[src/rtl/dbg_uart_tx.sv]
// dbg_uart_tx: debug-port UART transmitter, byte FIFO feeding an 8N1 serialiser (8E1 when DBG_UART_PARITY_EN is defined)
module dbg_uart_tx #(
  parameter int CLK_HZ     = 18000000,
  parameter int BAUD       = 115200,
  parameter int FIFO_DEPTH = 4
) (
  input  logic       clk,
  input  logic       reset,
  input  logic [7:0] tx_data,
  input  logic       tx_valid,
  output logic       tx_ready,
  output logic       uart_tx,
  output logic       busy
);
  localparam int DIV = CLK_HZ / BAUD;
  localparam int CW = DIV < 2 ? 1 : $clog2(DIV);
  localparam int AW = $clog2(FIFO_DEPTH);
  localparam logic [CW-1:0] CNT_MAX = CW'(DIV - 1);
  localparam logic [AW:0] LVL_FULL = (AW+1)'(FIFO_DEPTH);
  if (DIV < 2) begin : g_div_chk
    $error("dbg_uart_tx: CLK_HZ/BAUD must be at least 2");
  end
  typedef enum logic [2:0] {
    S_IDLE,
    S_START,
    S_DATA,
`ifdef DBG_UART_PARITY_EN
    S_PARITY,
`endif
    S_STOP
  } state_t;
  state_t state_q, state_d;
  logic [CW-1:0] cnt_q, cnt_d;
  logic [2:0] bit_q, bit_d;
  logic [7:0] byte_q, byte_d;
  logic [7:0] mem_q [FIFO_DEPTH];
  logic [AW-1:0] wr_q, rd_q;
  logic [AW:0] lvl_q, lvl_d;
  logic ready_q, tx_q, busy_q, line_d, push, pop, wrap, empty;
  assign push = tx_valid && ready_q;
  assign empty = lvl_q == '0;
  assign wrap = cnt_q == CNT_MAX;
  assign pop = !empty && (state_q == S_IDLE || (state_q == S_STOP && wrap));
  assign lvl_d = lvl_q + (AW+1)'(push) - (AW+1)'(pop);
  assign tx_ready = ready_q;
  assign uart_tx = tx_q;
  assign busy = busy_q;
  // Next state: load a byte from IDLE or straight from the end of STOP, advance one bit per baud wrap
  always_comb begin
    state_d = state_q;
    cnt_d = (state_q == S_IDLE || wrap) ? '0 : cnt_q + 1'b1;
    bit_d = bit_q;
    byte_d = pop ? mem_q[rd_q] : byte_q;
    case (state_q)
      S_IDLE:   state_d = pop ? S_START : S_IDLE;
      S_START:  if (wrap) state_d = S_DATA;
      S_DATA:   if (wrap) begin
                  bit_d = bit_q + 3'd1;
`ifdef DBG_UART_PARITY_EN
                  if (bit_q == 3'd7) state_d = S_PARITY;
`else
                  if (bit_q == 3'd7) state_d = S_STOP;
`endif
                end
`ifdef DBG_UART_PARITY_EN
      S_PARITY: if (wrap) state_d = S_STOP;
`endif
      S_STOP:   if (wrap) state_d = pop ? S_START : S_IDLE;
      default:  state_d = S_IDLE;
    endcase
    line_d = state_q == S_START ? 1'b0 : state_q == S_DATA ? byte_q[bit_q] : 1'b1;
`ifdef DBG_UART_PARITY_EN
    if (state_q == S_PARITY) line_d = ^byte_q;
`endif
  end
  // Control, FIFO pointers and the line register; reset aborts any frame and idles the line high
  always_ff @(posedge clk or posedge reset) begin
    if (reset) begin
      state_q <= S_IDLE;
      cnt_q <= '0;
      bit_q <= '0;
      byte_q <= '0;
      wr_q <= '0;
      rd_q <= '0;
      lvl_q <= '0;
      ready_q <= 1'b1;
      tx_q <= 1'b1;
      busy_q <= 1'b0;
    end else begin
      state_q <= state_d;
      cnt_q <= cnt_d;
      bit_q <= bit_d;
      byte_q <= byte_d;
      wr_q <= wr_q + AW'(push);
      rd_q <= rd_q + AW'(pop);
      lvl_q <= lvl_d;
      ready_q <= lvl_d != LVL_FULL;
      tx_q <= line_d;
      busy_q <= push || !empty || state_q != S_IDLE;
    end
  end
  // FIFO storage; contents are qualified by the pointers so no reset is needed
  always_ff @(posedge clk) begin
    if (push) mem_q[wr_q] <= tx_data;
  end
endmodule
[config.mk]
export PLATFORM = sky130hd
export DESIGN_NAME = dbg_uart_tx
export DESIGN_NICKNAME = d
export VERILOG_FILES = /design/src/rtl/dbg_uart_tx.sv
export SDC_FILE = /design/constraint.sdc
export NUM_CORES = 1
export LEC_CHECK = 0
export CORE_UTILIZATION = 46
export CTS_CLUSTER_SIZE = 40
export DETAILED_ROUTE_END_ITERATION = 7
export SYNTH_ARGS = -nofsm -noshare
export SYNTH_HDL_FRONTEND = slang
export SYNTH_SLANG_ARGS = --single-unit
[constraint.sdc]
create_clock -name clk -period 2.6 [get_ports clk]
set_clock_uncertainty 0.05 [all_clocks]
set_input_delay 0.39 -clock clk [delete_from_list [all_inputs] [get_ports clk]]
set_output_delay 0.39 -clock clk [all_outputs]
set_load 0.03 [all_outputs]
==> flow_summary.json <==
{
  "status": "completed",
  "grt_pass1_vias": 1455,
  "drv.max_cap_violation_count": 0,
  "core_area_sq_um": 5570,
  "port-buffer-count": 13,
  "timing.critical_path.from_type": "register",
  "max_slew_margin": 0.594,
  "clkSinkCount": 63,
  "cts_resized": 0,
  "cp_slowest_stage_delay_ns": 0.42,
  "worst-endpoint-required_ns": 2.81,
  "ys_async_sr_fraction": 0.492,
  "wl_per_cell_microns": 15.8,
  "final.fill_count": 442,
  "min_path_type": "input pin to asynchronous set/reset pin",
  "timing.final.crit_period_ns": 2.31,
  "finalPower_uw": 2380,
  "nNetsFinal": 211,
  "grt_usage": 0.161,
  "synth_seq_area_share": 0.647,
  "number_of_h_tree_levels": 3,
  "crit_path_max_fanout": 5,
  "tritoncts": "done",
  "clock-root-buffer": "sky130_fd_sc_hd__clkbuf_8",
  "cell_area_after_technology_mapping_sq_um": 2690,
  "worst-endpoint-arrival_ns": 2.52,
  "post-route-cell-area_sq_um": 3110,
  "pwr_density_cell_nw_per_um2": 766,
  "setup_viol_count_final": 0,
  "critical_path_class": "register to register",
  "syn-num-nets": 186,
  "ys.warnings.count": 0,
  "syn_avg_cell_area_sq_um": 16.4,
  "critical-path-slowest-cell": "sky130_fd_sc_hd__dfrtp_1",
  "antenna_violating_nets_post_route": 0,
  "placedInstanceArea_sq_um": 2920,
  "antenna_found_initial": 0,
  "netlist.area_leader.share": 0.358,
  "synth_top_cells_by_area": "sky130_fd_sc_hd__edfxtp_1, sky130_fd_sc_hd__dfrtp_1, sky130_fd_sc_hd__mux4_2",
  "maxClockFrequency_ghz": 0.433,
  "drt_iter0_markers": 57,
  "chipWidth_microns": 78.4,
  "drive_gt1_frac": 0.216,
  "initial_utilization": 0.482,
  "grt_remaining_overflow": 0,
  "worst_path_most_repeated_cell": "sky130_fd_sc_hd__xnor2_1",
  "cts-hold-fix-buffers": 0,
  "pin_count_of_the_biggest_net_entering_global_routing": 32,
  "timing_hold_violations_final": 0,
  "drt-pass1-iter-count": 4,
  "postSynthRegisterBits": 63,
  "worst_skew_pair.late_latency_ns": 0.33,
  "hpwl_microns": 2940,
  "routabilityCongestion": 0.720,
  "worstSetupEndpointType": "register",
  "r2r_setup_slack_ns": 0.29,
  "yosysMostFrequentCell": "sky130_fd_sc_hd__edfxtp_1",
  "cts_made_buffers": 9,
  "cells_along_the_critical_path": "and4b_1, a41oi_2, nor2_2, xnor2_1, ha_1, fa_1, xnor2_1, xnor2_1, nand2_1",
  "row_count": 27,
  "cts_buffer_depth": 2,
  "peakVddDrop_mv": 0.426,
  "syn2layout_area_growth_pct": 15.7,
  "io-pin-count": 14,
  "synth.top_cells.by_count": "sky130_fd_sc_hd__edfxtp_1, sky130_fd_sc_hd__dfrtp_1, sky130_fd_sc_hd__ha_1, sky130_fd_sc_hd__mux4_2, sky130_fd_sc_hd__nor2_1",
  "count_of_flip_flops_with_a_built_in_enable_after_synthesis": 32,
  "postSynth.topFlopCell": "sky130_fd_sc_hd__edfxtp_1",
  "vias_per_cell": 5.15,
  "p_leak_uw": 0.00122,
  "fin_crit_sh": 0.887,
  "clock_slew_at_reported_path_ffs_ns": 0.06,
  "drt_wl_total_microns": 4200,
  "post_cts_buffers": 0,
  "synth.largest_area_cell": "sky130_fd_sc_hd__edfxtp_1",
  "synth_cell_types": 34,
  "die_area_sq_um": 6150,
  "final.setup.tns_ns": 0,
  "die_y_microns": 78.4,
  "vias": 1371,
  "antennaDiodeCount": 0,
  "rsz0062_at_grt": "false",
  "final_max_tran_viols": 0,
  "drc_errors": 0,
  "syn-instance-count": 164,
  "wire_length_of_the_first_global_routing_pass_microns": 7000,
  "max_slew.worst_pin.slew_ns": 0.609
}
worst max-delay path: cells and delay by family (launching register included):
kind,cells,cell delay [ns]
flip-flops,1,0.42
AO/OA/AOI/OAI,1,0.15
XOR/XNOR,3,0.44
adder cells (fa/ha/maj),2,0.58
AND/OR/NAND/NOR,3,0.58
power by group:
group | switching, uW | total, uW | internal [uW]
Clock | 342 | 803 | 460
Combinational | 171 | 311 | 140
Sequential | 65.8 | 1270 | 1200
Total | 579 | 2380 | 1800
metal layers:
layer / up-vias / global-route usage / share of wire
met2: 17 / 0.279 / 0.52
met1: 685 / 0.184 / 0.44
met5: - / 0 / 0
met4: 0 / 0.0889 / 0.021
li1: 660 / - / -
met3: 9 / 0.0349 / 0.026
cell usage in the layout (no fill, tap or decap), types with 3 or more instances in the layout:
cell / n
sky130_fd_sc_hd__and3_1: 3
sky130_fd_sc_hd__clkdlybuf4s50_1: 13
sky130_fd_sc_hd__clkinv_2: 3
sky130_fd_sc_hd__nor3b_1: 3
sky130_fd_sc_hd__mux4_2: 10
sky130_fd_sc_hd__xor2_1: 6
sky130_fd_sc_hd__dfrtp_1: 29
sky130_fd_sc_hd__nor3_1: 3
sky130_fd_sc_hd__ha_1: 10
sky130_fd_sc_hd__nor2_1: 9
sky130_fd_sc_hd__clkbuf_8: 10
sky130_fd_sc_hd__nand2_1: 6
sky130_fd_sc_hd__edfxtp_1: 32
sky130_fd_sc_hd__a21oi_1: 4
sky130_fd_sc_hd__buf_4: 5
sky130_fd_sc_hd__xnor2_1: 5
sky130_fd_sc_hd__inv_1: 6
sky130_fd_sc_hd__nand3_1: 5
sky130_fd_sc_hd__mux2_4: 7
sky130_fd_sc_hd__mux2_1: 3
final timing paths:
path / start / to / cells past startpoint
worst max-delay path: cnt_q[2] / tx_ready / 9
worst min-delay path: reset / lvl_q[0] / 3
worst max register to register: cnt_q[2] / tx_ready / 9
worst min register to register: cnt_q[0] / cnt_q[0] / 1
max in group asynchronous: reset / tx_ready / 3
min in group clk: cnt_q[0] / cnt_q[0] / 1
metrics by stage:
step	setup slack [ns]	cells	hold slack, ns	util
floorplan	0.332	164	0.383	-
global route	0.111	266	0.415	0.558
global placement	0.374	250	0.409	0.524
detailed placement	0.254	250	0.411	0.524
CTS	0.287	266	0.391	0.558
finish	0.293	266	0.374	0.558
flip-flops by register name, summed over array words and instances (netlist names):
register and cells:
bit_q 3, busy 1, byte_q 8, cnt_q 8, lvl_q 3, mem_q 32, rd_q 2, state_q 2
tx_ready 1, uart_tx 1, wr_q 2
cell type report:
type                    instances  area, sq um  share of cell area
clock buffers                  11          141              0.0455
clock inverters                 5         48.8              0.0157
inverters                       6         22.5             0.00724
multi-input cells              91          901               0.290
flip-flops and latches         63         1740               0.559
well taps                      72         90.1              0.0290
repair buffers                 18          168              0.0539
kinds of logic (layout without fill, tap and decap cells):
family	after synthesis	after routing	synth area share
compound gates	10	10	0.0265
xor+xnor	11	11	0.0358
fa+ha+maj	11	11	0.0540
buf+inv	10	40	0.0177
flops	63	63	0.647
mux	22	22	0.143
simple gates	37	37	0.0754
No activity file was read; power rests on OpenSTA's default activity.
